==> src/rtl/alu_issue.sv <==
// alu_issue: execute-side issue stage. Decodes an RV32I instruction into ALU
// operands and a 4-bit function code, then queues the result in a 2-entry
// skid buffer whose head drives the ALU interface. in_ready is registered.
// Valid/ready: a transfer happens on a cycle where valid && ready are both high
// at the rising edge; the sender holds its payload stable until that happens.
// Optional feature: define RW_ALU_ISSUE_STALL_CNT_EN to add the stall_cnt output.
module alu_issue #(
  parameter int XLEN = 32
) (
  input  logic            clk,
  input  logic            rst,
  input  logic            in_valid,
  output logic            in_ready,
  input  logic [31:0]     in_inst,
  input  logic [XLEN-1:0] in_pc,
  input  logic [XLEN-1:0] in_rs1_data,
  input  logic [XLEN-1:0] in_rs2_data,
  input  logic            flush,
  output logic            out_valid,
  input  logic            out_ready,
  output logic [XLEN-1:0] aluin1,
  output logic [XLEN-1:0] aluin2,
  output logic [3:0]      funct_alu,
  output logic [4:0]      out_rd,
`ifdef RW_ALU_ISSUE_STALL_CNT_EN
  output logic [15:0]     stall_cnt,
`endif
  output logic            out_illegal
);

  typedef struct packed {
    logic [XLEN-1:0] a1;
    logic [XLEN-1:0] a2;
    logic [3:0]      funct;
    logic [4:0]      rd;
    logic            illegal;
  } entry_t;

  entry_t     dec;
  entry_t     head_q, head_d, tail_q, tail_d;
  logic [1:0] cnt_q, cnt_d;
  logic       in_ready_q, in_ready_d;
  logic       push, pop;

  logic [6:0]      opcode;
  logic [2:0]      f3;
  logic [6:0]      f7;
  logic [XLEN-1:0] imm_i, imm_s, imm_u;
  logic            legal;

  assign opcode = in_inst[6:0];
  assign f3     = in_inst[14:12];
  assign f7     = in_inst[31:25];
  assign imm_i  = XLEN'($signed(in_inst[31:20]));
  assign imm_s  = XLEN'($signed({in_inst[31:25], in_inst[11:7]}));
  assign imm_u  = XLEN'($signed({in_inst[31:12], 12'b0}));

  // Combinational decode of the incoming instruction into a buffer entry.
  always_comb begin
    legal       = 1'b1;
    dec.a1      = '0;
    dec.a2      = '0;
    dec.funct   = 4'b0000;
    dec.rd      = in_inst[11:7];
    dec.illegal = 1'b0;
    case (opcode)
      7'b0110011: begin // OP
        dec.a1    = in_rs1_data;
        dec.a2    = in_rs2_data;
        dec.funct = {f7[5], f3};
        if (f3 == 3'b010 || f3 == 3'b011) legal = 1'b0;
        if (!(f7 == 7'h00 || (f7 == 7'h20 && (f3 == 3'b000 || f3 == 3'b101))))
          legal = 1'b0;
      end
      7'b0010011: begin // OP-IMM
        dec.a1    = in_rs1_data;
        dec.a2    = imm_i;
        dec.funct = {(f3 == 3'b101) ? f7[5] : 1'b0, f3};
        if (f3 == 3'b010 || f3 == 3'b011) legal = 1'b0;
        if (f3 == 3'b001 && f7 != 7'h00) legal = 1'b0;
        if (f3 == 3'b101 && f7 != 7'h00 && f7 != 7'h20) legal = 1'b0;
      end
      7'b0110111: dec.a2 = imm_u;                                      // LUI
      7'b0010111: begin dec.a1 = in_pc; dec.a2 = imm_u; end            // AUIPC
      7'b0000011: begin dec.a1 = in_rs1_data; dec.a2 = imm_i; end      // LOAD
      7'b0100011: begin dec.a1 = in_rs1_data; dec.a2 = imm_s; dec.rd = 5'd0; end // STORE
      7'b1101111, 7'b1100111: begin                                     // JAL/JALR link
        dec.a1 = in_pc;
        dec.a2 = XLEN'(4);
      end
      7'b1100011: begin                                                 // BRANCH compare
        dec.a1    = in_rs1_data;
        dec.a2    = in_rs2_data;
        dec.funct = 4'b1000;
        dec.rd    = 5'd0;
      end
      default: legal = 1'b0;
    endcase
    if (!legal) begin
      dec.a1      = '0;
      dec.a2      = '0;
      dec.funct   = 4'b0000;
      dec.rd      = 5'd0;
      dec.illegal = 1'b1;
    end
  end

  assign push = in_valid && in_ready_q && !flush;
  assign pop  = out_valid && out_ready;

  // Skid buffer next state: head is the oldest entry, tail the second.
  always_comb begin
    head_d = head_q;
    tail_d = tail_q;
    cnt_d  = cnt_q;
    if (flush) begin
      cnt_d = 2'd0;
    end else begin
      case ({push, pop})
        2'b10: begin
          if (cnt_q == 2'd0) head_d = dec;
          else               tail_d = dec;
          cnt_d = cnt_q + 2'd1;
        end
        2'b01: begin
          head_d = tail_q;
          cnt_d  = cnt_q - 2'd1;
        end
        2'b11: begin
          if (cnt_q == 2'd1) begin
            head_d = dec;
          end else begin
            head_d = tail_q;
            tail_d = dec;
          end
        end
        default: ;
      endcase
    end
    in_ready_d = (cnt_d <= 2'd1);
  end

  // Buffer state registers; reset clears contents so all outputs read 0.
  always_ff @(posedge clk) begin
    if (rst) begin
      head_q     <= '0;
      tail_q     <= '0;
      cnt_q      <= 2'd0;
      in_ready_q <= 1'b1;
    end else begin
      head_q     <= head_d;
      tail_q     <= tail_d;
      cnt_q      <= cnt_d;
      in_ready_q <= in_ready_d;
    end
  end

  assign in_ready    = in_ready_q;
  assign out_valid   = (cnt_q != 2'd0);
  assign aluin1      = head_q.a1;
  assign aluin2      = head_q.a2;
  assign funct_alu   = head_q.funct;
  assign out_rd      = head_q.rd;
  assign out_illegal = head_q.illegal;

`ifdef RW_ALU_ISSUE_STALL_CNT_EN
  logic [15:0] stall_cnt_q, stall_cnt_d;

  // Saturating count of cycles the head is blocked by the execute stage.
  always_comb begin
    stall_cnt_d = stall_cnt_q;
    if (out_valid && !out_ready && stall_cnt_q != 16'hFFFF)
      stall_cnt_d = stall_cnt_q + 16'd1;
  end

  // Stall counter register, cleared only by reset.
  always_ff @(posedge clk) begin
    if (rst) stall_cnt_q <= 16'd0;
    else     stall_cnt_q <= stall_cnt_d;
  end

  assign stall_cnt = stall_cnt_q;
`endif

endmodule

==> config.mk <==
export PLATFORM = sky130hd
export DESIGN_NAME = alu_issue
export DESIGN_NICKNAME = d
export VERILOG_FILES = /design/src/rtl/alu_issue.sv
export SDC_FILE = /design/constraint.sdc
export NUM_CORES = 1
export LEC_CHECK = 0
export ABC_AREA = 1
export CORE_UTILIZATION = 28
export CTS_BUF_LIST = sky130_fd_sc_hd__clkbuf_2 sky130_fd_sc_hd__clkbuf_4 sky130_fd_sc_hd__clkbuf_8
export DETAILED_ROUTE_END_ITERATION = 10
export SLEW_MARGIN = 20
export SYNTH_ARGS = -nofsm -noshare
export SYNTH_HDL_FRONTEND = slang
export SYNTH_SLANG_ARGS = --single-unit
export TNS_END_PERCENT = 20
==> constraint.sdc <==
create_clock -name clk -period 3.1 [get_ports clk]
set_input_delay 0.62 -clock clk [delete_from_list [all_inputs] [get_ports clk]]
set_output_delay 0.62 -clock clk [all_outputs]
set_load 0.01 [all_outputs]
After elaboration in Yosys (flattened, before gate mapping)
Index checks and enable logic that the tools add are counted.
{ "totals": {"output_inout_bits": 76, "regBits": 151, "wordCells": 85, "inputBits": 133} }
{ "classes": {"n_mux": 19, "reduce_logical": 28, "add_sub_neg": 2, "bitwise_logic": 1, "n_lt_le_gt_ge": 1, "n_eq_ne": 22} }
{ "ops": {"columns": ["op", "n"], "rows": [
  ["$mux 74", 5],
  ["$pmux 74 s3", 1],
  ["$pmux 32 s5", 1],
  ["$pmux 74 s2", 1],
  ["$pmux 32 s2", 1],
  ["$eq 7x6->1 const B", 4],
  ["$eq 7x7->1 const B", 3],
  ["$eq 7x5->1 const B", 2],
  ["$pmux 4 s3", 1],
  ["$reduce_or 2->1", 5],
  ["$eq 7x2->1 const B", 1],
  ["$logic_and 1x1->1", 7],
  ["$logic_not 7->1", 1],
  ["$ne 7x6->1 const B", 1],
  ["$reduce_bool 7->1", 1],
  ["$reduce_or 7->1", 1],
  ["$eq 3x2->1 const B", 2],
  ["$ne 2x2->1 const B", 3],
  ["$mux 1", 5],
  ["$mux 5", 1],
  ["$reduce_or 5->1", 1],
  ["$eq 2x1->1 const B", 2],
  ["$eq 2x2->1 const B", 2],
  ["$pmux 2 s2", 1],
  ["other kinds (17)", 20]
]} }

Longest topological paths before layout
Gate-level depths: netlist (run 1).
{ "logic_depth": {"depth_word": 9, "ltp_mapped": 15, "depth_no_buf": 12} }

Least setup slack after synthesis (run 1)
Ideal clock, no wire load.
{ "synth_timing": {"path_type": "reg-to-reg", "start": "register cnt_q[0]", "end": "register tail_q[25] (netlist bit)", "stages_incl_launch_ff": 15, "slack_ns": 0.623, "arrival_time_ns": 2.349, "path_buffers": 3, "setup_time_ns": 0.128, "required_ns": 2.972, "synth_period_minus_slack_ns": 2.477, "cell_sequence": "dfxtp_1 inv_1 ha_1 inv_1 nand2_1 inv_1 clkbuf_1 ha_1 nand2_1 o21ai_1 o211ai_1 inv_1 clkbuf_1 clkbuf_1 a21oi_1"} }
{ "synth_between": {"elab_chain_len": 5, "elab_cells_between_ends": 11, "cone_classes": "eq/ne: 5; mux: 1; reduce/logical: 5"} }
{ "synth_rtl": {"columns": ["item", "line", "source"], "rows": [
  ["start: declaration", "41", "logic [1:0] cnt_q, cnt_d;"],
  ["start signal: assignment", "153", "cnt_q <= cnt_d;"],
  ["$reduce_bool 2->1 (*)", "159", "assign out_valid = (cnt_q != 2'd0);"],
  ["net out_valid", "19", "output logic out_valid,"],
  ["$logic_and 1x1->1 (*)", "109", "assign pop = out_valid && out_ready;"],
  ["$eq 2x2->1", "119", "case ({push, pop})"],
  ["$ne 2x2->1 (no source line) / $reduce_bool 2->1 (equally long branches)", null, null],
  ["$reduce_and 4->1 (no source line)", null, null],
  ["end signal: assignment", "152", "tail_q <= tail_d;"],
  ["end: declaration", "40", "entry_t head_q, head_d, tail_q, tail_d;"]
]} }
The timed path passes the listed nets; every way through them passes the cells marked *.
A chain may end at the register's enable or synchronous reset.

Final worst setup path (run 1)
{ "layout_timing": {"start": "register cnt_q[0]", "end": "output port out_valid"} }
{ "layout_between": {"elab_chain_len": 1} }
{ "layout_rtl": {"columns": ["item", "line"], "rows": [
  ["$reduce_bool 2->1", "159"],
  ["end: declaration", "19"]
]} }
Every way passes these cells.

==> results of run 1 <==
power groups by stage:
stage | registers, W | logic [W] | clock network [W]
6_report | 0.00213 | 0.000929 | 0.00182
5_1_grt | 0.00215 | 0.00102 | 0.00196
4_1_cts | 0.00213 | 0.000939 | 0.00187
3_5_place_dp | 0.00217 | 0.000934 | 0
3_3_place_gp | 0.00217 | 0.000926 | 0
2_1_floorplan | 0.00219 | 0.000428 | 0
registers in the layout (all words and copies together), names as in the netlist:
register     flops
out_rd           5
tail_q          74
funct_alu        4
aluin2          32
out_illegal      1
cnt_q            2
in_ready         1
aluin1          32
placed cells by master (no fill, tap or decap), drive strengths merged, types with 2 or more instances in the layout:
| cell | synthesis | layout |
|---|---|---|
| a211oi | 3 | 3 |
| nor2 | 22 | 22 |
| clkbuf | 53 | 17 |
| dfxtp | 151 | 151 |
| clkdlybuf4s50 | 0 | 208 |
| diode | 0 | 2 |
| clkinv | 0 | 5 |
| nand2 | 276 | 276 |
| o211ai | 33 | 33 |
| bufinv | 0 | 6 |
| nand3 | 222 | 222 |
| buf | 59 | 30 |
| inv | 105 | 105 |
| a21oi | 151 | 151 |
| o21ai | 152 | 152 |
| ha | 6 | 6 |
cell type report:
type,instances,area [um2]
inverters,105,398
repair buffers,238,2540
multi-input cells,868,4730
well taps,396,495
diodes,2,5.00
clock buffers,17,234
clock inverters,12,228
flip-flops and latches,151,3020
fillers,3160,19000
worst max-delay path, cell delays in order (launching register included):
cell and delay, ps:
dfxtp_1 360, inv_1 70, ha_1 190, inv_1 160
clkdlybuf4s50_1 570
worst paths after layout:
| kind | slack (ps) | to | start | cells past startpoint |
|---|---|---|---|---|
| hold reg to reg | 540 | cnt_q[0] | cnt_q[0] | 2 |
| setup reg to reg | 760 | aluin2[15] | cnt_q[0] | 10 |
| hold / removal | 540 | cnt_q[0] | cnt_q[0] | 2 |
| setup / recovery | 680 | out_valid | cnt_q[0] | 4 |
layer usage:
metal | vias up | GRT usage [%] | share of wire, %
li1 | 4426 | - | -
met1 | 4077 | 24.1 | 45
met2 | 168 | 30.2 | 49
met3 | 15 | 3.75 | 4.9
met4 | 0 | 4.66 | 1.0
met5 | - | 0 | 0
cell families after synthesis:
family / share of synthesized area (%)
DFF: 34.5
and+or+nand+nor: 29.4
AOI/OAI and AO/OA: 23.4
adders and majority gates: 0.858
buffers and inverters: 11.8
metrics by stage:
stage	hold WS [ps]	utilization, %
floorplan	485	-
global placement	516	36.5
detailed placement	521	36.5
CTS	536	38.0
global route	555	38.0
finish	535	38.0
==> impl_results.md, run 1 <==
- Design Area, Final: 11,700 um2
- Async SR Flop Fraction: 0%
- Switch share: ~28%
- Min-Delay Path Class: reg -> reg
- GRT Overall Usage: a little under a fifth
- Post-synthesis register bit count: roughly 150
- GP Congestion: 0.847
- TritonCTS clock tree: yes
- Crit path DAT: 1800 ps
- Pleak: approximately 4.5 nW
- Initial core utilization: ~29%
- Clock power share: between 30% and 40%
- # rows: 64
- Total Wirelength: approximately 29 mm
- Final #Nets: 1,520
- Dpl cell area: ~11,000 um2
- F_max: ~410 MHz
- Power Dens Cells: approximately 420 nW/um2
- Vias in the first global route: roughly 8,000
- Post-route setup slack: about 700 ps
- Synth-to-Final Area Change: 33.2%
- Unrepaired setup endpoints after global routing: false
- Commonest cells in the netlist: nand2_1 (275), nand3_1 (160), dfxtp_1 (151), o21ai_0 (150), inv_1 (102)
- Mapped Area: about 8800 um2
- DP Cell Count: between 1,500 and 2,000
- Post-CTS Hold Buffers: 0
- Post-synth top area share: around a third
- Place WS: approximately 250 ps
- Final global-route overflow total: 0
- Critical path peak fanout: 4
- Die height: 179 um
- Type of destination of the critical path: output pin
- Largest net degree at the start of global routing: 76
- Max cap viols: 0
- Setup_tns: 0 ps
- Post-synthesis net count: 1,375
- Root Buffer: clkbuf_8
- VDD IR-drop max: ~0.26 mV
- Setup CP Type: reg -> out
- Mapped Avg Cell Area: slightly above 7 um2
- Final Hold Fails: 0
- CTS resizes: 0
- Yosys top cell by area: dfxtp_1
- Finished Layout Cells: 1,789
- I/O pin count: 209
- P_sw: 0.00136 W
- DRT antenna net count: 0
- H-tree levels: 4
- DIE WIDTH: between 150 and 200 um
- First-pass GRT wire length: 45.9 mm
- Initial antenna violation count: 2
- Remaining DRCs: 0
- Total power draw: roughly 0.0049 W
- Unique masters post-synth: 28
- Sequential area share after synthesis: around a third
- HPWL Detailed: 20.0 mm
- Minimum clock period: roughly 2400 ps
- Top-count cell post-synth: nand2_1
- Top FF cell, synth: dfxtp_1
- Worst Tran Pin Value: between 400 and 500 ps
- Worst Skew: approximately 19 ps
- Final worst-path cycle share: between 70 and 80%
- Internal power: approximately 0.0035 W
- Die area: 32,000 um2
- Share of cells above drive strength 1: roughly 14%
- Yosys warns: 0
- Clock latency on the worst-skew pair: about 450 ps
- Core area: a little over 30,000 um2
- Final setup fails: 0
- Largest cells by area after synthesis: dfxtp_1 (35%), nand2_1 (12%), nand3_1 (9.1%)
- IO Port Bufs: 208
- Slew headroom: a little under three quarters
- Maximum root-to-sink buffer count: 2
- Num Clock Sinks: about 150
- Comb power frac: roughly a fifth
- Initial DRT Pass Iterations: 4
- Total CTS buffers: 17
- Reg clk slew, reported paths: about 100 ps
- Critical Path RT: about 2500 ps
- Final slew viol count: 0
- Cells after synthesis: about 1,200
- Number of flops mapped to enable cells by yosys: 0
- Sequential power share: between 40 and 50%
- Setup Buffers After CTS: 0
- Startpoint type of the worst setup path: flop
- Via count: a little under 9,000
- Drt wl/cell: between 15 and 20 um
- DR vias/cell: 4.86
- Status: finished, final reports clean
- Initial DRC count: between 600 and 700
Note: power is estimated with default switching activity, not from simulation.
==> run 2, diff against run 1 <==
- clock period: 3.1 -> 2.4 ns (I/O delays scaled with it)
==> run 2 against run 1 <==
Via count rose by 2.3%. Sequential share of layout area fell by 0.58 points. Core utilization rose by 0.86 points. Global-route usage fell by 0.33 points. Non-clock buffer count rose by 32. Clock skew fell by 5.0 ps. Flip-flop and latch count did not move. Wire length rose by 0.49%. Combinational power rose by 36%.
==> impl_results.md, run 2 (synthesis gave the netlist of run 1 again) <==
- Crit path DAT: between 1500 and 2000 ps
- Startpoint type of the worst setup path: flop
- IO Port Bufs: 208
- R2R Setup Slk: around 210 ps
- # rows: 64
- Worst Skew: 14.4 ps
- Finished Layout Cells: 1,824
- Minimum clock period: roughly 2200 ps
- GRT Overall Usage: between 15 and 20%
- Top reg by flops: tail_q
- Commonest non-fill, non-tap cell in the layout: nand2_1
- Largest net degree at the start of global routing: 68
- Clock latency on the worst-skew pair: 460 ps
- Final setup fails: 0
- Die height: 179 um
- Sequential power share: between 40% and 50%
- Clock power share: 33.3%
- Initial antenna violation count: 1
- Buf/Inv on CP: 3
- Power Dens Cells: 505 nW/um2
- Final global-route overflow total: 0
- Worst reg2reg startpoint: cnt_q[0]
- Max reg flops: between 70 and 80
- Slowest cell on crit path: clkdlybuf4s50_1
- Synth-to-Final Area Change: 36.2%
- Max cap viols: 0
- Min-Delay Path Class: reg -> reg
- Status: finished, final reports clean
- Total CTS buffers: 17
- Share of cells above drive strength 1: 16.5%
- Drt wl/cell: between 15 and 20 um
- F_max: around 450 MHz
- GP Congestion: between 0.8 and 0.9
- Final Hold Fails: 0
- Worst path top cell family by delay: buffers and inverters
- Final core occ: around 39%
- DIE WIDTH: about 180 um
- Reg clk slew, reported paths: roughly 100 ps
- Initial DRT Pass Iterations: 5
- Most frequent cells in the layout: nand2_1 (273), clkdlybuf4s50_1 (208), nand3_1 (160)
- Multi-input combinational cell area: 4730 um2
- Unrepaired setup endpoints after global routing: false
- Setup CP Type: reg -> out
- Total Wirelength: 29.2 mm
- Root Buffer: clkbuf_8
- Die area: 32,000 um2
- Type of destination of the critical path: output pin
- HPWL Detailed: a little over 20 mm
- VDD IR-drop max: approximately 0.32 mV
- Vias in the first global route: ~8,300
- Final worst-path cycle share: 93.0%
- Crit-path max cell delay: 550 ps
- Crit path launch: cnt_q[0]
- FF+latch area: 3020 um2
- Initial core utilization: between 20% and 30%
- Critical Path RT: between 1500 and 2000 ps
- Final #Nets: 1,552
- H-tree levels: 4
- Via count: between 8,000 and 9,000
- Worst r2r dst: tail_q[35]
- Remaining DRCs: 0
- Slew headroom: approximately 69%
- Comb power frac: around a fifth
- R2R depth: 12
- Fillers: about 3,200
- Num Clock Sinks: between 150 and 200
- Final slew viol count: 0
- Worst Tran Pin Value: approximately 460 ps
- Post-CTS Hold Buffers: 0
- Switch share: 31.2%
- DP Cell Count: around 1,800
- Setup crit end: out_valid
- Core area: 30,700 um2
- DR vias/cell: slightly below 5
- WP depth: 4
- Ordered cell list for the critical path: inv_1 > ha_1 > inv_2 > clkdlybuf4s50_1
- Maximum root-to-sink buffer count: 2
- Critical path peak fanout: 4
- P_sw: around 0.0019 W
- DRT antenna net count: 0
- Pleak: 4.71 nW
- Initial DRC count: approximately 830
- First-pass GRT wire length: ~45 mm
- Internal power: between 0.004 and 0.005 W
- I/O pin count: around 210
- TritonCTS clock tree: yes
## run 2: changes by cell type in the layout (fill, tap and decap cells not counted), sizes merged
cell	before	now
inv	105	114
clkbuf	17	19
buf	30	60
clkinv	5	3
bufinv	6	2
## run 2: through the flow
| step | hold WS (ps) | power, W | instance area (um2) | worst slack [ps] | TNS, ps |
|---|---|---|---|---|---|
| final | 530 | 0.00602 | 11900 | 168 | 0 |
| after detailed placement | 522 | 0.00405 | 11500 | -80.4 | -2800 |
| after floorplan | 485 | 0.00338 | 8750 | 56.7 | 0 |
| after global routing | 557 | 0.00630 | 11900 | 29.0 | 0 |
| after CTS | 539 | 0.00606 | 11800 | 69.9 | 0 |
| after global placement | 513 | 0.00404 | 11500 | -22.3 | -325 |
## run 2: power by group through the flow
stage	sequential [W]	combinational, W	clock, W
floorplan	0.00283	0.000554	0
global placement	0.00281	0.00123	0
detailed placement	0.00281	0.00124	0
CTS	0.00275	0.00125	0.00206
global route	0.00277	0.00137	0.00216
finish	0.00275	0.00126	0.00201
## run 2: area by class of cell
class | count | share of cell area, %
Tap cell | 396 | 4.16
Timing Repair Buffer | 270 | 24.1
Clock buffer | 17 | 1.96
Inverter | 105 | 3.43
Clock inverter | 15 | 1.29
Sequential cell | 151 | 25.4
Antenna cell | 2 | 0.0420
Multi-Input combinational cell | 868 | 39.7
## run 2: tightest hold or removal path: cells and delay by family (launching register included)
kind | cells | cell delay, ps
flip-flops | 1 | 340
AO/OA/AOI/OAI | 1 | 80
buffers and inverters | 1 | 70
## run 2: repair_timing
item / in CTS / in global routing
resized for setup: 0 / 5
endpoints found under the setup margin: 0 / 23
setup buffers: 0 / 0
hold endpoints to repair: 0 / 0
## run 2: metal layers
layer	track usage (%)	vias to the layer above	routed length, um
li1	-	4494	-
met1	23.8	4138	13200
met2	29.3	226	14000
met3	3.20	28	1420
met4	5.79	2	556
met5	0	-	13
## run 2: how the worst min path moves through the flow
| stage | start | to | slack [ps] | cells after the start |
|---|---|---|---|---|
| finish | cnt_q[0] | cnt_q[0] | 530 | 2 |
| global route | tail_q[66] | tail_q[66] | 560 | 2 |
| CTS | cnt_q[0] | cnt_q[0] | 540 | 2 |
| detailed placement | cnt_q[0] | cnt_q[0] | 520 | 2 |
| global placement | cnt_q[0] | cnt_q[0] | 510 | 2 |
| floorplan | cnt_q[0] | cnt_q[0] | 490 | 2 |
